--- src/rtl/generate_equations_walker_pkg.sv ---
// Shared types and record layout for the equation-generation walker.
package generate_equations_walker_pkg;

   localparam int NODE_W_DEF = 5;
   localparam int ELEM_W_DEF = 6;

   // Record flag fields sit directly above the pointer field: bit = ELEM_W + offset.
   localparam int NODE_NIL_OFS   = 0;
   localparam int NODE_VALID_OFS = 1;
   localparam int ELEM_NIL_OFS   = 0;
   localparam int ELEM_TYPE_OFS  = 1;

   localparam int REQ_RESET  = 0;
   localparam int REQ_CHOOSE = 1;
   localparam int REQ_STATUS = 2;
   localparam int REQ_TYPE   = 3;
   localparam int REQ_NEXT   = 4;
   localparam int REQ_N      = 5;

   typedef enum logic [1:0] {
      TYPE_NONE     = 2'b00,
      TYPE_VOLTAGE  = 2'b01,
      TYPE_CURRENT  = 2'b10,
      TYPE_RESISTOR = 2'b11
   } elem_type_e;

   typedef enum logic [1:0] {
      IDLE,
      WAIT_NODE,
      WAIT_ELEM,
      RESP
   } state_e;

endpackage

--- src/rtl/generate_equations_walker_if.sv ---
// Controller handshake plus node/element RAM ports of the walker.
interface generate_equations_walker_if
   import generate_equations_walker_pkg::*;
#(
   parameter int NODE_W = NODE_W_DEF,
   parameter int ELEM_W = ELEM_W_DEF
);
   logic              go_reset_data;
   logic              go_choose_node;
   logic              go_check_node_status;
   logic              go_check_element_type;
   logic              go_get_next_element;
   logic [NODE_W:0]   num_nodes;

   logic              node_rd_en;
   logic [NODE_W-1:0] node_addr;
   logic [ELEM_W+1:0] node_rd_data;
   logic              elem_rd_en;
   logic [ELEM_W-1:0] elem_addr;
   logic [ELEM_W+2:0] elem_rd_data;

   logic              data_reset_done;
   logic              node_chosen;
   logic              loop_done;
   logic              status_checked;
   logic              node_valid;
   logic              type_checked;
   logic              is_voltage;
   logic              is_current;
   logic              is_resistor;
   logic              next_element_got;
   logic              end_of_list;
   logic              elem_type_error;
   logic [NODE_W-1:0] cur_node;
   logic [ELEM_W-1:0] cur_elem;

   modport slave (
      input  go_reset_data, go_choose_node, go_check_node_status,
             go_check_element_type, go_get_next_element, num_nodes,
             node_rd_data, elem_rd_data,
      output node_rd_en, node_addr, elem_rd_en, elem_addr,
             data_reset_done, node_chosen, loop_done, status_checked,
             node_valid, type_checked, is_voltage, is_current, is_resistor,
             next_element_got, end_of_list, elem_type_error, cur_node, cur_elem
   );

   modport master (
      output go_reset_data, go_choose_node, go_check_node_status,
             go_check_element_type, go_get_next_element, num_nodes,
             node_rd_data, elem_rd_data,
      input  node_rd_en, node_addr, elem_rd_en, elem_addr,
             data_reset_done, node_chosen, loop_done, status_checked,
             node_valid, type_checked, is_voltage, is_current, is_resistor,
             next_element_got, end_of_list, elem_type_error, cur_node, cur_elem
   );

endinterface

--- src/rtl/generate_equations_walker_go_edge_detect.sv ---
// Rising-edge detection of the five go_* requests, reduced to one prioritized request.
module go_edge_detect
   import generate_equations_walker_pkg::*;
(
   input  logic             clk,
   input  logic             program_reset,
   input  logic [REQ_N-1:0] go_i,
   output logic [REQ_N-1:0] req_o
);
   logic [REQ_N-1:0] go_q, go_d, rise;
   logic             found;

   // Lowest index has the highest priority; everything else rising with it is dropped.
   always_comb begin
      go_d  = go_i;
      rise  = go_i & ~go_q;
      req_o = '0;
      found = 1'b0;
      for (int i = 0; i < REQ_N; i++) begin
         if (rise[i] && !found) begin
            req_o[i] = 1'b1;
            found    = 1'b1;
         end
      end
   end

   always_ff @(posedge clk) begin
      if (program_reset) go_q <= '0;
      else               go_q <= go_d;
   end

endmodule

--- src/rtl/generate_equations_walker.sv ---
// Walks the node table and per-node element lists for the equation-generation controller.
module generate_equations_walker
   import generate_equations_walker_pkg::*;
#(
   parameter int NODE_W = NODE_W_DEF,
   parameter int ELEM_W = ELEM_W_DEF
) (
   input logic                        clk,
   input logic                        program_reset,
   generate_equations_walker_if.slave bus
);
   logic [REQ_N-1:0] go_vec, req;
   state_e           state_q, state_d;
   logic [NODE_W:0]  next_node_q, next_node_d, num_nodes_q, num_nodes_d;
   logic [NODE_W-1:0] cur_node_q, cur_node_d;
   logic [ELEM_W-1:0] cur_elem_q, cur_elem_d, next_ptr_q, next_ptr_d;
   logic next_nil_q, next_nil_d, elem_loaded_q, elem_loaded_d;
   logic data_reset_done_q, data_reset_done_d, loop_done_q, loop_done_d;
   logic node_valid_q, node_valid_d, elem_type_error_q, elem_type_error_d;
   logic is_voltage_q, is_voltage_d, is_current_q, is_current_d, is_resistor_q, is_resistor_d;
   logic node_chosen_q, node_chosen_d, status_checked_q, status_checked_d;
   logic type_checked_q, type_checked_d, next_element_got_q, next_element_got_d;
   logic end_of_list_q, end_of_list_d;
   logic idle;
   logic [1:0] elem_type;

   assign go_vec = {bus.go_get_next_element, bus.go_check_element_type,
                    bus.go_check_node_status, bus.go_choose_node, bus.go_reset_data};

   go_edge_detect u_edge (
      .clk           (clk),
      .program_reset (program_reset),
      .go_i          (go_vec),
      .req_o         (req)
   );

   assign idle      = (state_q == IDLE);
   assign elem_type = bus.elem_rd_data[ELEM_W+ELEM_TYPE_OFS +: 2];

   // Pulses default low so every pulse lasts only the single RESP cycle.
   always_comb begin
      state_d            = state_q;
      next_node_d        = next_node_q;
      num_nodes_d        = num_nodes_q;
      cur_node_d         = cur_node_q;
      cur_elem_d         = cur_elem_q;
      next_ptr_d         = next_ptr_q;
      next_nil_d         = next_nil_q;
      elem_loaded_d      = elem_loaded_q;
      data_reset_done_d  = data_reset_done_q & bus.go_reset_data;
      loop_done_d        = loop_done_q;
      node_valid_d       = node_valid_q;
      elem_type_error_d  = elem_type_error_q;
      is_voltage_d       = is_voltage_q;
      is_current_d       = is_current_q;
      is_resistor_d      = is_resistor_q;
      node_chosen_d      = 1'b0;
      status_checked_d   = 1'b0;
      type_checked_d     = 1'b0;
      next_element_got_d = 1'b0;
      end_of_list_d      = 1'b0;

      if (req[REQ_RESET]) begin
         state_d           = IDLE;
         next_node_d       = '0;
         num_nodes_d       = bus.num_nodes;
         cur_node_d        = '0;
         cur_elem_d        = '0;
         elem_loaded_d     = 1'b0;
         data_reset_done_d = 1'b1;
         loop_done_d       = 1'b0;
         node_valid_d      = 1'b0;
         elem_type_error_d = 1'b0;
         is_voltage_d      = 1'b0;
         is_current_d      = 1'b0;
         is_resistor_d     = 1'b0;
      end else begin
         case (state_q)
            IDLE: begin
               if (req[REQ_CHOOSE]) begin
                  if (next_node_q >= num_nodes_q) begin
                     loop_done_d = 1'b1;
                  end else begin
                     cur_node_d    = next_node_q[NODE_W-1:0];
                     next_node_d   = next_node_q + (NODE_W+1)'(1);
                     node_chosen_d = 1'b1;
                     state_d       = RESP;
                  end
               end else if (req[REQ_STATUS]) begin
                  elem_loaded_d = 1'b0;
                  state_d       = WAIT_NODE;
               end else if (req[REQ_TYPE]) begin
                  state_d = WAIT_ELEM;
               end else if (req[REQ_NEXT]) begin
                  if (!elem_loaded_q || next_nil_q) begin
                     end_of_list_d = 1'b1;
                  end else begin
                     cur_elem_d         = next_ptr_q;
                     next_element_got_d = 1'b1;
                  end
                  state_d = RESP;
               end
            end
            WAIT_NODE: begin
               node_valid_d     = bus.node_rd_data[ELEM_W+NODE_VALID_OFS] &
                                  ~bus.node_rd_data[ELEM_W+NODE_NIL_OFS];
               cur_elem_d       = bus.node_rd_data[ELEM_W-1:0];
               status_checked_d = 1'b1;
               state_d          = RESP;
            end
            WAIT_ELEM: begin
               next_ptr_d        = bus.elem_rd_data[ELEM_W-1:0];
               next_nil_d        = bus.elem_rd_data[ELEM_W+ELEM_NIL_OFS];
               elem_loaded_d     = 1'b1;
               is_voltage_d      = (elem_type == TYPE_VOLTAGE);
               is_current_d      = (elem_type == TYPE_CURRENT);
               is_resistor_d     = (elem_type == TYPE_RESISTOR);
               elem_type_error_d = elem_type_error_q | (elem_type == TYPE_NONE);
               type_checked_d    = 1'b1;
               state_d           = RESP;
            end
            default: state_d = IDLE;
         endcase
      end
   end

   always_ff @(posedge clk) begin
      if (program_reset) begin
         state_q            <= IDLE;
         next_node_q        <= '0;
         num_nodes_q        <= '0;
         cur_node_q         <= '0;
         cur_elem_q         <= '0;
         next_ptr_q         <= '0;
         next_nil_q         <= 1'b0;
         elem_loaded_q      <= 1'b0;
         data_reset_done_q  <= 1'b0;
         loop_done_q        <= 1'b0;
         node_valid_q       <= 1'b0;
         elem_type_error_q  <= 1'b0;
         is_voltage_q       <= 1'b0;
         is_current_q       <= 1'b0;
         is_resistor_q      <= 1'b0;
         node_chosen_q      <= 1'b0;
         status_checked_q   <= 1'b0;
         type_checked_q     <= 1'b0;
         next_element_got_q <= 1'b0;
         end_of_list_q      <= 1'b0;
      end else begin
         state_q            <= state_d;
         next_node_q        <= next_node_d;
         num_nodes_q        <= num_nodes_d;
         cur_node_q         <= cur_node_d;
         cur_elem_q         <= cur_elem_d;
         next_ptr_q         <= next_ptr_d;
         next_nil_q         <= next_nil_d;
         elem_loaded_q      <= elem_loaded_d;
         data_reset_done_q  <= data_reset_done_d;
         loop_done_q        <= loop_done_d;
         node_valid_q       <= node_valid_d;
         elem_type_error_q  <= elem_type_error_d;
         is_voltage_q       <= is_voltage_d;
         is_current_q       <= is_current_d;
         is_resistor_q      <= is_resistor_d;
         node_chosen_q      <= node_chosen_d;
         status_checked_q   <= status_checked_d;
         type_checked_q     <= type_checked_d;
         next_element_got_q <= next_element_got_d;
         end_of_list_q      <= end_of_list_d;
      end
   end

   // Addresses come straight from cur_node/cur_elem, which cannot change while a read is pending.
   assign bus.node_rd_en       = ~program_reset & idle & req[REQ_STATUS];
   assign bus.node_addr        = cur_node_q;
   assign bus.elem_rd_en       = ~program_reset & idle & req[REQ_TYPE];
   assign bus.elem_addr        = cur_elem_q;
   assign bus.data_reset_done  = data_reset_done_q;
   assign bus.node_chosen      = node_chosen_q;
   assign bus.loop_done        = loop_done_q;
   assign bus.status_checked   = status_checked_q;
   assign bus.node_valid       = node_valid_q;
   assign bus.type_checked     = type_checked_q;
   assign bus.is_voltage       = is_voltage_q;
   assign bus.is_current       = is_current_q;
   assign bus.is_resistor      = is_resistor_q;
   assign bus.next_element_got = next_element_got_q;
   assign bus.end_of_list      = end_of_list_q;
   assign bus.elem_type_error  = elem_type_error_q;
   assign bus.cur_node         = cur_node_q;
   assign bus.cur_elem         = cur_elem_q;

endmodule

--- src/flat_wrapper.sv ---
// flat-port wrapper written by rule: the top's interface ports become plain ports
module generate_equations_walker_flat import generate_equations_walker_pkg::*;
#(
   parameter int NODE_W = NODE_W_DEF,
   parameter int ELEM_W = ELEM_W_DEF
)
  (clk, program_reset, bus_go_reset_data, bus_go_choose_node, bus_go_check_node_status, bus_go_check_element_type, bus_go_get_next_element, bus_num_nodes, bus_node_rd_data, bus_elem_rd_data, bus_node_rd_en, bus_node_addr, bus_elem_rd_en, bus_elem_addr, bus_data_reset_done, bus_node_chosen, bus_loop_done, bus_status_checked, bus_node_valid, bus_type_checked, bus_is_voltage, bus_is_current, bus_is_resistor, bus_next_element_got, bus_end_of_list, bus_elem_type_error, bus_cur_node, bus_cur_elem);
  generate_equations_walker_if #(.NODE_W(NODE_W), .ELEM_W(ELEM_W)) bus_i ();
  input logic clk;
  input logic program_reset;
  input wire logic [$bits(bus_i.go_reset_data)-1:0] bus_go_reset_data;
  input wire logic [$bits(bus_i.go_choose_node)-1:0] bus_go_choose_node;
  input wire logic [$bits(bus_i.go_check_node_status)-1:0] bus_go_check_node_status;
  input wire logic [$bits(bus_i.go_check_element_type)-1:0] bus_go_check_element_type;
  input wire logic [$bits(bus_i.go_get_next_element)-1:0] bus_go_get_next_element;
  input wire logic [$bits(bus_i.num_nodes)-1:0] bus_num_nodes;
  input wire logic [$bits(bus_i.node_rd_data)-1:0] bus_node_rd_data;
  input wire logic [$bits(bus_i.elem_rd_data)-1:0] bus_elem_rd_data;
  output wire logic [$bits(bus_i.node_rd_en)-1:0] bus_node_rd_en;
  output wire logic [$bits(bus_i.node_addr)-1:0] bus_node_addr;
  output wire logic [$bits(bus_i.elem_rd_en)-1:0] bus_elem_rd_en;
  output wire logic [$bits(bus_i.elem_addr)-1:0] bus_elem_addr;
  output wire logic [$bits(bus_i.data_reset_done)-1:0] bus_data_reset_done;
  output wire logic [$bits(bus_i.node_chosen)-1:0] bus_node_chosen;
  output wire logic [$bits(bus_i.loop_done)-1:0] bus_loop_done;
  output wire logic [$bits(bus_i.status_checked)-1:0] bus_status_checked;
  output wire logic [$bits(bus_i.node_valid)-1:0] bus_node_valid;
  output wire logic [$bits(bus_i.type_checked)-1:0] bus_type_checked;
  output wire logic [$bits(bus_i.is_voltage)-1:0] bus_is_voltage;
  output wire logic [$bits(bus_i.is_current)-1:0] bus_is_current;
  output wire logic [$bits(bus_i.is_resistor)-1:0] bus_is_resistor;
  output wire logic [$bits(bus_i.next_element_got)-1:0] bus_next_element_got;
  output wire logic [$bits(bus_i.end_of_list)-1:0] bus_end_of_list;
  output wire logic [$bits(bus_i.elem_type_error)-1:0] bus_elem_type_error;
  output wire logic [$bits(bus_i.cur_node)-1:0] bus_cur_node;
  output wire logic [$bits(bus_i.cur_elem)-1:0] bus_cur_elem;
  assign bus_i.go_reset_data = bus_go_reset_data;
  assign bus_i.go_choose_node = bus_go_choose_node;
  assign bus_i.go_check_node_status = bus_go_check_node_status;
  assign bus_i.go_check_element_type = bus_go_check_element_type;
  assign bus_i.go_get_next_element = bus_go_get_next_element;
  assign bus_i.num_nodes = bus_num_nodes;
  assign bus_i.node_rd_data = bus_node_rd_data;
  assign bus_i.elem_rd_data = bus_elem_rd_data;
  assign bus_node_rd_en = bus_i.node_rd_en;
  assign bus_node_addr = bus_i.node_addr;
  assign bus_elem_rd_en = bus_i.elem_rd_en;
  assign bus_elem_addr = bus_i.elem_addr;
  assign bus_data_reset_done = bus_i.data_reset_done;
  assign bus_node_chosen = bus_i.node_chosen;
  assign bus_loop_done = bus_i.loop_done;
  assign bus_status_checked = bus_i.status_checked;
  assign bus_node_valid = bus_i.node_valid;
  assign bus_type_checked = bus_i.type_checked;
  assign bus_is_voltage = bus_i.is_voltage;
  assign bus_is_current = bus_i.is_current;
  assign bus_is_resistor = bus_i.is_resistor;
  assign bus_next_element_got = bus_i.next_element_got;
  assign bus_end_of_list = bus_i.end_of_list;
  assign bus_elem_type_error = bus_i.elem_type_error;
  assign bus_cur_node = bus_i.cur_node;
  assign bus_cur_elem = bus_i.cur_elem;
  generate_equations_walker #(.NODE_W(NODE_W), .ELEM_W(ELEM_W)) u_core (.clk(clk), .program_reset(program_reset), .bus(bus_i));
endmodule
--- config.mk ---
export PLATFORM = sky130hd
export DESIGN_NAME = generate_equations_walker_flat
export DESIGN_NICKNAME = d
export VERILOG_FILES = /design/src/rtl/generate_equations_walker_pkg.sv /design/src/rtl/generate_equations_walker_if.sv /design/src/rtl/generate_equations_walker_go_edge_detect.sv /design/src/rtl/generate_equations_walker.sv /design/src/flat_wrapper.sv
export SDC_FILE = /design/constraint.sdc
export NUM_CORES = 1
export LEC_CHECK = 0
export ABC_CLOCK_PERIOD_IN_PS = 1600
export BUFFER_PORTS_ARGS = -buffer_cell sky130_fd_sc_hd__buf_2
export CORE_ASPECT_RATIO = 0.7
export CORE_MARGIN = 1
export CORE_UTILIZATION = 46
export DETAILED_ROUTE_END_ITERATION = 8
export GPL_TIMING_DRIVEN = 1
export PLACE_DENSITY = 0.76
export RECOVER_POWER = 100
export SLEW_MARGIN = 20
export SYNTH_ARGS = -nofsm -noshare
export SYNTH_HDL_FRONTEND = slang
export SYNTH_SLANG_ARGS = --single-unit
--- constraint.sdc ---
create_clock -name clk -period 1.6 [get_ports clk]
set_input_delay 0.32 -clock clk [delete_from_list [all_inputs] [get_ports clk]]
set_output_delay 0.32 -clock clk [all_outputs]
set_load 0.005 [all_outputs]
# Yosys cells after proc, flatten, opt, wreduce, memory -nomap -nowiden
# Cells that the tools add are included.
# word_totals
ff_bits	50
input_bits	30
output_inout_bits	36
wordCells	104
# op_classes
addsub	1
order_cmp	1
n_eq_ne	13
muxes	29
bitwise	15
reduce_logical	24
# op_table
op	count
two-way mux 6 bit	5
two-way mux 1 bit	16
case mux 6 bit (2 select lines)	1
two-way mux 2 bit	5
AND reduction 3 bit	3
!= test 2 bit (second input constant)	4
NOT 1 bit	7
OR reduction 7 bit	1
adder 6 x 1 -> 6 bit (second input constant)	1
== test 2 bit (second input constant)	3
>= comparator 6 bit	1
AND reduction 6 bit	1
bitwise AND 1 bit	5
bitwise AND 5 bit	1
zero test 1 bit	5
!= test 5 x 1 -> 1 bit (second input constant)	1
NOT 5 bit	1
== test 2 x 1 -> 1 bit (second input constant)	2
logical AND 1 bit	4
zero test 2 bit	2
!= test 2 x 1 -> 1 bit (second input constant)	2
case mux 2 bit (2 select lines)	1
AND reduction 2 bit	2
nonzero test 2 bit	2
other kinds (6)	7

# Longest topological paths before layout
# Gate-level depths: netlist (run 1).
# depth
ltp_word	20
depth_mapped	8
depth_no_buf	7

# Cells and area by module
# A second synthesis (run 1) with hierarchy kept.
# unflattened
hier_cells	249
hier_area_um2	2292.2
# modules_own_cells
module	n_inst	cells_per_inst	area_each_um2	seq_area_each_um2
generate_equations_walker	1	228	2084.5	900.9
go_edge_detect	1	21	207.7	100.1

# Worst setup path before layout (run 1)
# No wires, ideal clock.
# synth_timing
path_type	register -> register
from	reg u_core.next_node_q[0]
to	reg u_core.state_q[0]
setup_time_ps	72
arrival_ps	1603
setup_slack_ps	-75
stages_incl_launch_ff	8
period_less_slack_ps	1675
path_cell_list	dfxtp_1 > inv_1 > ha_1 > nand2b_1 > a21oi_2 > o21ai_0 > a22oi_1 > mux2i_1
# synth_between
elab_chain_len	3
# synth_lines
element	line	text
from (decl)	generate_equations_walker.sv:14	logic [NODE_W:0] next_node_q, next_node_d, num_nodes_q, num_nodes_d;
from (signal assigned)	generate_equations_walker.sv:151	next_node_q <= next_node_d;
>= comparator 6 bit	generate_equations_walker.sv:81	if (next_node_q >= num_nodes_q) begin
!= test 3 bit (no line)	n/a	
AND reduction 2 bit (no line)	n/a	
to (signal assigned)	generate_equations_walker.sv:150	state_q <= state_d;
to (decl)	generate_equations_walker.sv:13	state_e state_q, state_d;
# Every way passes these cells.
# A chain may end at the register's enable or synchronous reset.

# Final worst setup path (run 1)
# layout_timing
from	reg u_core.state_q[0]
to	out bus_elem_rd_en
# layout_between
elab_chain_len	3
# layout_lines
element	line	text
zero test 2 bit	generate_equations_walker.sv:37	assign idle = (state_q == IDLE);
bitwise AND 1 bit (2 in series)	generate_equations_walker.sv:176	assign bus.elem_rd_en = ~program_reset & idle & req[REQ_TYPE];
to (decl)	flat_wrapper.sv:21	output wire logic [$bits(bus_i.elem_rd_en)-1:0] bus_elem_rd_en;
# Every way passes these cells.

==> metrics.txt, run 1 <==
Worst setup SP type flip-flop; # setup viols final 12; WL met3 309 um; H-Tree Depth 2; overall routed net length 5370 um; max-slew violations 0; Multi-input gate area 1330 sq um; CTS sink cnt 50; DRT Pass-1 Iters 4; first-pass GRT wire length 7990 um; failing checks negative setup slack; CTS tree done; ys async rst share 0; mean post-synth cell area 9.04 sq um; Post-synth EDFFs 0; CP startpoint u_core.state_q[0]$_SDFFE_PP0P_; Filler Cells Inserted 407; crit end category output port; clock slew at reported path FFs 100 ps; reg-to-reg slack, setup -70 ps; DP Worst Slack -174 ps; Final Core Density 0.652; Wirelength per Cell 13.3 um; die width 86.8 um; skew final 12.4 ps; clock root cell clkbuf_8; met2 wire len 2610 um; sequential area share after synthesis 0.433; total grt overflow 0; Reg2Reg Depth 6; status complete, but fails checks; commonest non-fill, non-tap cells in the layout buf_2 (59), dfxtp_1 (40), a21oi_1 (25), nand2_1 (25), nor2_1 (21); Most used DFF post-synth dfxtp_1; FF-to-FF End u_core.next_node_q[4]$_SDFFE_PP0P_; clk_lat worst skew 310 ps; Tot GR Track Use 0.200; Highest Signal Layer met4; Reg area 1010 sq um; FF-to-FF Start u_core.num_nodes_q[0]$_SDFFE_PP0P_; fmax 0.595 GHz; Synth warnings 0; diode count 0; total power 2.88 mW; Hold Slack 242 ps; Metal-1 WL 2390 um; Initial DRC Count 57; MaxCap Viol Count 0; most common cell after layout, fill and taps aside buf_2; die area 5320 sq um; share of layout cells above drive strength 1 0.430; Final Hold Fails 0; largest fanout on the critical path 3; Via density 4.97; power per cell area 918 nW/um^2; Tmin final 1680 ps; Cell Rows 21; Netlist cell types 36; # hold bufs at CTS 0; Leak Pwr 1.40 nW; Post-Synthesis Cells 256; RSZ-0062 raised after global routing yes; die height 61.3 um; Post-DP HPWL 3560 um; Layout area overhead 35.4%; worst min-delay path category input port to flip-flop; worst-margin pin slew 301 ps; Peak VDD IR 560 uV; CP required 1280 ps; initial antenna violation count 0; hold path start bus_go_check_element_type; crit path to bus_elem_rd_en; GP Congestion 0.782; post-route antenna net violation count 0; initial core utilization 0.481; drt drc 0; post-route cell area 3130 sq um; Tcrit/Tclk final 1.05; relative max-transition margin 0.797; Placed Instance Area 2770 sq um; core area 4810 sq um; Num CTS Buffers 5; Post-Syn Area 2310 sq um; Syn Nets 297; Worst Path Arrival 1360 ps; IO Pins 66; Longest Clk Path Bufs 2; fin nets 375; vias in the first global route 1,775; Setup Crit Path Kind flip-flop to output port; routed vias 2,006; Yosys reg bits 50; largest net degree at the start of global routing 24; Port Buffers 65; Final Worst Setup Slack -80.0 ps
power breakdown:
group	leakage, nW	internal [mW]	switching (mW)	total (mW)
Sequential	0.411	1.30	0.0342	1.34
Clock	0.0441	0.308	0.439	0.748
Combinational	0.947	0.422	0.370	0.792
Total	1.40	2.03	0.844	2.88
worst max-delay path: stages (launching register included):
cell and delay [ps]:
dfxtp_2 360, inv_2 50, ha_4 160, buf_6 110, nand2b_4 70, and3b_1 180
buf_2 120
area by class of cell:
cell class              count  area share
well taps                  69      0.0276
inverters                  11      0.0132
flip-flops and latches     50       0.323
multi-input cells         172       0.425
repair buffers             94       0.182
clock buffers               5      0.0220
clock inverters             3     0.00679
through the flow:
step | TNS [ps] | std cells
after CTS | -308 | 402
final | -514 | 404
after detailed placement | -1370 | 390
after floorplan | 0 | 256
after global routing | -1750 | 404
after global placement | -369 | 390
layer usage:
metal | global-route usage | vias to the layer above
met4 | 0.0619 | 0
met1 | 0.252 | 932
met2 | 0.345 | 58
li1 | - | 1009
met5 | 0 | -
met3 | 0.0523 | 7
state kept, by name (all words and copies together) (netlist names):
register                     count
u_core.bus.loop_done             1
u_core.bus.node_valid            1
u_core.u_edge.go_q               5
u_core.bus.is_voltage            1
u_core.bus.end_of_list           1
u_core.bus.data_reset_done       1
u_core.bus.node_chosen           1
u_core.next_ptr_q                6
u_core.bus.next_element_got      1
u_core.elem_loaded_q             1
u_core.bus.elem_type_error       1
u_core.bus.is_resistor           1
u_core.next_node_q               6
u_core.bus.cur_elem              6
u_core.bus.status_checked        1
u_core.bus.cur_node              5
u_core.state_q                   2
u_core.num_nodes_q               6
u_core.bus.type_checked          1
u_core.next_nil_q                1
u_core.bus.is_current            1
cell usage after synthesis, drive strengths merged (2+ instances only):
cell type / count / area share
a21oi: 29 / 0.064
and2: 2 / 0.0054
buf: 16 / 0.048
clkbuf: 7 / 0.012
dfxtp: 50 / 0.43
ha: 11 / 0.059
inv: 11 / 0.018
mux2: 6 / 0.029
mux2i: 14 / 0.061
nand2: 25 / 0.041
nand2b: 10 / 0.027
nand3: 9 / 0.019
nand3b: 4 / 0.013
nand4: 4 / 0.011
nor2: 21 / 0.034
nor2b: 12 / 0.032
o21ai: 6 / 0.013
or3: 5 / 0.014
cells by family after synthesis:
kind of cell	share of synthesized area
flip-flops	0.433
AND/OR/NAND/NOR	0.222
adder cells (fa/ha/maj)	0.0595
multiplexers	0.0898
buffers and inverters	0.0773
XOR/XNOR	0.00379
AO/OA/AOI/OAI	0.115
worst min-delay path by stage:
| stage | endpoint | slack, ps | cells after the start |
|---|---|---|---|
| 6_report | u_core.u_edge.go_q[3]$_SDFF_PP0_ | 240 | 2 |
| 5_1_grt | u_core.num_nodes_q[0]$_SDFFE_PP0P_ | 250 | 3 |
| 4_1_cts | u_core.u_edge.go_q[3]$_SDFF_PP0_ | 240 | 2 |
| 3_5_place_dp | u_core.bus.data_reset_done$_SDFF_PP0_ | 450 | 2 |
| 3_3_place_gp | u_core.num_nodes_q[2]$_SDFFE_PP0P_ | 440 | 2 |
| 2_1_floorplan | u_core.u_edge.go_q[0]$_SDFF_PP0_ | 400 | 1 |
repair_timing:
action | CTS | global route
setup buffers | 4 | 2
gates cloned | 0 | 0
hold endpoints to repair | 0 | 0
pin swaps | 15 | 13
setup endpoints to repair | 16 | 22
gates resized for setup | 28 | 22
No activity file was read; power rests on OpenSTA's default activity.
==> inputs of run 2 (changes only) <==
--- a/config.mk
+++ b/config.mk
@@ -5,14 +5,14 @@
 export SDC_FILE = /design/constraint.sdc
 export NUM_CORES = 1
 export LEC_CHECK = 0
-export ABC_CLOCK_PERIOD_IN_PS = 1600
+export ABC_CLOCK_PERIOD_IN_PS = 1700
 export BUFFER_PORTS_ARGS = -buffer_cell sky130_fd_sc_hd__buf_2
 export CORE_ASPECT_RATIO = 0.7
 export CORE_MARGIN = 1
-export CORE_UTILIZATION = 46
+export CORE_UTILIZATION = 50
 export DETAILED_ROUTE_END_ITERATION = 8
 export GPL_TIMING_DRIVEN = 1
-export PLACE_DENSITY = 0.76
+export PLACE_DENSITY = 0.78
 export RECOVER_POWER = 100
 export SLEW_MARGIN = 20
 export SYNTH_ARGS = -nofsm -noshare
==> constraint.sdc (replaced) <==
create_clock -name clk -period 1.7 [get_ports clk]
set_input_delay 0.34 -clock clk [delete_from_list [all_inputs] [get_ports clk]]
set_output_delay 0.34 -clock clk [all_outputs]
set_load 0.005 [all_outputs]
==> metrics.txt, run 2 (synthesis results as in run 1) <==
CTS tree done; Clk pwr share 0.298 (+0.038); skew final 9.32 ps (-3.10 ps); largest fanout on the critical path 4 (+1); max-slew violations 0 (unchanged); first-pass GRT wire length 9300 um (+16%); Setup Crit Path Kind flip-flop to flip-flop; CTS sink cnt 50 (unchanged); fin nets 377 (+0.53%); fmax 0.554 GHz; share of layout cells above drive strength 1 0.401 (-0.0293); post-route antenna net violation count 0 (unchanged); die height 58.9 um (-4.0%); Post-Layout Cell Count 392 (-3.0%); Longest Clk Path Bufs 2 (unchanged); core area 4380 sq um (-8.9%); Worst Path Arrival 1990 ps (+630 ps); Sw Share 0.279 (-0.0138); Num CTS Buffers 5 (unchanged); total power 2.79 mW (-3.1%); vias in the first global route 2,053 (+16%); Int Pwr 2.01 mW (-1.3%); Via density 5.24 (+5.6%); RSZ-0062 raised after global routing yes; Net Switching 0.779 mW (-7.7%); routed vias 2,055 (+2.4%); die width 83.3 um (-4.0%); Worst setup SP type flip-flop; slowest cell delay on critical path 350 ps (about the same); Final Hold Fails 0 (unchanged); clk_lat worst skew 310 ps (about the same); initial core utilization 0.528 (+0.0472); H-Tree Depth 2 (unchanged); Wirelength per Cell 15.0 um (+13%); most common cell after layout, fill and taps aside buf_2; Flop pwr share 0.452 (-0.013); crit end category flip-flop; largest net degree at the start of global routing 25 (+4.2%); Leak Pwr 1.36 nW (-3.0%); slowest cell on the critical path dfxtp_2; total grt overflow 0 (unchanged); commonest non-fill, non-tap cells in the layout buf_2 (52), dfxtp_1 (41), buf_4 (26); Tcrit/Tclk final 1.06; drt drc 0 (unchanged); CP required 1890 ps (+610 ps); clock root cell clkbuf_8; Comb pwr share 0.250 (-0.025); post-route cell area 3090 sq um (-1.5%); Tmin final 1810 ps; CP Cell Sequence inv_2 > ha_4 > nand2b_4 > a21oi_4 > o211ai_4 > buf_4 > o21ai_0 > a21oi_2; worst-margin pin slew 662 ps (+361 ps); IO Pins 66 (unchanged); Post-DP HPWL 3670 um (+3.2%); diode count 0 (unchanged); MaxCap Viol Count 0 (unchanged); relative max-transition margin 0.553 (-0.244); power per cell area 903 nW/um^2 (-1.7%); # setup viols final 5 (-7); worst min-delay path category input port to flip-flop; Initial DRC Count 103 (+81%); die area 4910 sq um (-7.8%); Peak VDD IR 552 uV (-1.4%); GP Congestion 0.817 (+4.4%); Tot GR Track Use 0.241 (+0.0411); Placed Instance Area 2720 sq um (-1.9%); Port Buffers 65 (unchanged); Cell Rows 20 (-4.8%); Filler Cells Inserted 350 (-14%); Layout area overhead 33.4%; failing checks negative setup slack; initial antenna violation count 0 (unchanged); status complete, but fails checks; DRT Pass-1 Iters 4 (unchanged); Placed Cells incl. Taps 373 (-4.4%); overall routed net length 5870 um (+9.3%); Final Worst Setup Slack -105 ps (-25.5 ps); clock slew at reported path FFs 90 ps (about the same)
[run 2: cell count changes in the layout (fill, tap and decap cells not counted), sizes merged]
cell	delta
clkinv	-2
clkbuf	+8
o211ai	+1
buf	-6
bufinv	+1
[run 2: repair_timing]
item | in CTS | in global routing
pin swaps | 11 | 13
hold buffers | 0 | 0
setup buffers | 4 | 6
endpoints found under the setup margin | 10 | 15
gates cloned | 1 | 0
gates resized for setup | 27 | 21
[run 2: stage by stage]
step	hold slack (ps)	utilization	setup TNS (ps)	setup slack, ps
after floorplan	420	-	0	25.0
after global placement	441	0.621	0	24.9
after detailed placement	441	0.621	-364	-62.7
after CTS	252	0.678	-9.88	-9.88
after global routing	250	0.705	-540	-143
final	257	0.705	-234	-105
[run 2: power groups by stage]
stage	combinational [mW]	sequential (mW)	clock, mW
2_1_floorplan	0.339	1.28	0
3_3_place_gp	0.521	1.27	0
3_5_place_dp	0.535	1.28	0
4_1_cts	0.619	1.26	0.843
5_1_grt	0.747	1.26	0.898
6_report	0.696	1.26	0.832
[run 2: per-layer routing]
layer | track usage | up-vias | share of wire
met4 | 0.0887 | 0 | 0.016
met2 | 0.448 | 79 | 0.49
met5 | 0 | - | 0
li1 | - | 1015 | -
met3 | 0.0673 | 11 | 0.072
met1 | 0.269 | 950 | 0.42
[run 2: worst paths after layout]
check	start	end	slack (ps)	cells after the start
min reg2reg	u_core.next_nil_q$_SDFFE_PP0P_	u_core.bus.next_element_got$_SDFF_PP0_	460	1
min	bus_go_check_element_type	u_core.u_edge.go_q[3]$_SDFF_PP0_	260	2
max	u_core.next_node_q[0]$_SDFFE_PP0P_	u_core.next_node_q[3]$_SDFFE_PP0P_	-110	8
max reg2reg	u_core.next_node_q[0]$_SDFFE_PP0P_	u_core.next_node_q[3]$_SDFFE_PP0P_	-110	8
[run 2: cell type report]
| cell class | instances | area [sq um] | area share |
|---|---|---|---|
| multi-input combinational | 173 | 1330 | 0.430 |
| sequential | 50 | 1010 | 0.328 |
| timing repair buffer | 95 | 527 | 0.171 |
| clock buffer | 6 | 72.6 | 0.0235 |
| tap | 55 | 68.8 | 0.0223 |
| inverter | 11 | 41.3 | 0.0134 |
| clock inverter | 2 | 37.5 | 0.0122 |
[run 2: critical path: cells and delay by family (launching register included)]
family,cells,cell delay (ps)
buffers and inverters,2,200
AND/OR/NAND/NOR,1,140
AO/OA/AOI/OAI,4,770
flip-flops,1,350
adder cells (fa/ha/maj),1,220
==> inputs of run 3 (changes only) <==
--- a/config.mk
+++ b/config.mk
@@ -13,7 +13,6 @@
 export DETAILED_ROUTE_END_ITERATION = 8
 export GPL_TIMING_DRIVEN = 1
 export PLACE_DENSITY = 0.78
-export RECOVER_POWER = 100
 export SLEW_MARGIN = 20
 export SYNTH_ARGS = -nofsm -noshare
 export SYNTH_HDL_FRONTEND = slang
==> metrics.txt, run 3 (synthesis results as in run 1) <==
Final Worst Setup Slack -106 ps (-0.0810 ps); Reg area 1010 sq um (unchanged); first-pass GRT wire length 9300 um (unchanged); initial antenna violation count 0 (unchanged); most common cell after layout, fill and taps aside buf_2; worst min-delay path category input port to flip-flop; skew final 11.4 ps (+2.09 ps); overall routed net length 5850 um (-0.29%); status complete, but fails checks; initial core utilization 0.528 (unchanged); Cell Rows 20 (unchanged); routed vias 2,080 (+1.2%); crit path to u_core.next_node_q[3]$_SDFFE_PP0P_; FF-to-FF Start u_core.next_node_q[0]$_SDFFE_PP0P_; die height 58.9 um (unchanged); Leak Pwr 1.43 nW (+5.0%); DRT Pass-1 Iters 4 (unchanged); share of layout cells above drive strength 1 0.448 (+0.0475); Tot GR Track Use 0.241 (unchanged); fmax 0.554 GHz (about the same); clock root cell clkbuf_8; Tmin final 1810 ps (+0.0810 ps); Wirelength per Cell 14.9 um (-0.29%); die area 4910 sq um (unchanged); Port Buffers 65 (unchanged); clock slew at reported path FFs 90 ps (about the same); Reg2Reg Depth 8 (unchanged); reg-to-reg slack, setup -110 ps (about the same); CP startpoint u_core.next_node_q[0]$_SDFFE_PP0P_; Layout area overhead 34.6%; Placed Cells incl. Taps 373 (unchanged); Worst setup SP type flip-flop; vias in the first global route 2,053 (unchanged); Initial DRC Count 107 (+3.9%); MaxCap Viol Count 0 (unchanged); largest fanout on the critical path 4 (unchanged); Multi-input gate area 1330 sq um (unchanged); GP Congestion 0.817 (unchanged); max-slew violations 0 (unchanged); Num CTS Buffers 5 (unchanged); CTS tree done; post-route antenna net violation count 0 (unchanged); Post-Layout Cell Count 392 (unchanged); Tcrit/Tclk final 1.06 (about the same); power per cell area 897 nW/um^2 (-0.70%); failing checks negative setup slack; largest net degree at the start of global routing 25 (unchanged); CTS sink cnt 50 (unchanged); total grt overflow 0 (unchanged); IO Pins 66 (unchanged); relative max-transition margin 0.567 (+0.0138); worst-margin pin slew 642 ps (-20.5 ps); Filler Cells Inserted 333 (-4.9%); crit end category flip-flop; RSZ-0062 raised after global routing yes; CP required 1890 ps (about the same); Peak VDD IR 552 uV (about the same); Hold Slack 257 ps (+0.379 ps); commonest non-fill, non-tap cells in the layout buf_2 (65), dfxtp_1 (41), buf_4 (29); Longest Clk Path Bufs 2 (unchanged); Final Core Density 0.711 (+0.00629); Final Hold Fails 0 (unchanged); H-Tree Depth 2 (unchanged); Worst Path Arrival 1990 ps (about the same); Post-DP HPWL 3670 um (unchanged); # setup viols final 4 (-1); DP Worst Slack -62.7 ps (unchanged); core area 4380 sq um (unchanged); die width 83.3 um (unchanged); drt drc 0 (unchanged); fin nets 377 (unchanged); clk_lat worst skew 310 ps (about the same); Setup Crit Path Kind flip-flop to flip-flop; FF-to-FF End u_core.next_node_q[3]$_SDFFE_PP0P_; Via density 5.31 (+1.2%); diode count 0 (unchanged)
==> run 3: changes by cell type in the layout (fill, tap and decap cells not counted), sizes merged <==
cell	delta
buf	+16
clkbuf	-16
==> run 3: report_power, final <==
group	total [mW]	leakage, nW	switching, mW	internal (mW)
Clock	0.833	0.0514	0.393	0.439
Sequential	1.26	0.410	0.0321	1.23
Combinational	0.701	0.966	0.353	0.348
Total	2.79	1.43	0.778	2.01
==> run 3: cell type report <==
class	instances	area share
multi-input cells	173	0.426
flip-flops and latches	50	0.325
repair buffers	95	0.178
clock buffers	6	0.0233
well taps	55	0.0221
inverters	11	0.0133
clock inverters	2	0.0121
==> run 3: repair_timing <==
item | in CTS | in global routing
gates resized for setup | 27 | 21
setup endpoints to repair | 10 | 15
cloned | 1 | 0
pin swaps | 11 | 13
setup buffers | 4 | 6
hold buffers | 0 | 0
==> run 3: worst min path at each step <==
stage	slack, ps	cells after the start	to	startpoint
after global routing	250	3	u_core.num_nodes_q[0]$_SDFFE_PP0P_	bus_num_nodes[0]
after CTS	250	2	u_core.u_edge.go_q[3]$_SDFF_PP0_	bus_go_check_element_type
after floorplan	420	1	u_core.bus.next_element_got$_SDFF_PP0_	u_core.next_nil_q$_SDFFE_PP0P_
after detailed placement	440	1	u_core.bus.next_element_got$_SDFF_PP0_	u_core.next_nil_q$_SDFFE_PP0P_
after global placement	440	2	u_core.next_ptr_q[0]$_SDFFE_PP0P_	u_core.next_ptr_q[0]$_SDFFE_PP0P_
final	260	2	u_core.u_edge.go_q[3]$_SDFF_PP0_	bus_go_check_element_type
==> run 3: critical path: stages (launching register included) <==
cell and delay (ps):
dfxtp_2 350, inv_2 50, ha_4 220, nand2b_4 140, a21oi_4 270, o211ai_4 140
buf_4 150, o21ai_0 270, a21oi_2 90
==> run 3: routing by layer <==
metal	vias to the layer above	GRT usage	part of all wire
met5	-	0	0
met4	0	0.0887	0.018
met3	14	0.0673	0.057
met2	75	0.448	0.50
met1	975	0.269	0.43
li1	1016	-	-
==> run 3: through the flow <==
step,cell area (sq um),setup TNS (ps),power [mW]
floorplan,2310,0,1.62
global placement,2720,0,1.79
detailed placement,2720,-364,1.81
CTS,2970,-9.88,2.72
global route,3110,-507,2.91
finish,3110,-228,2.79
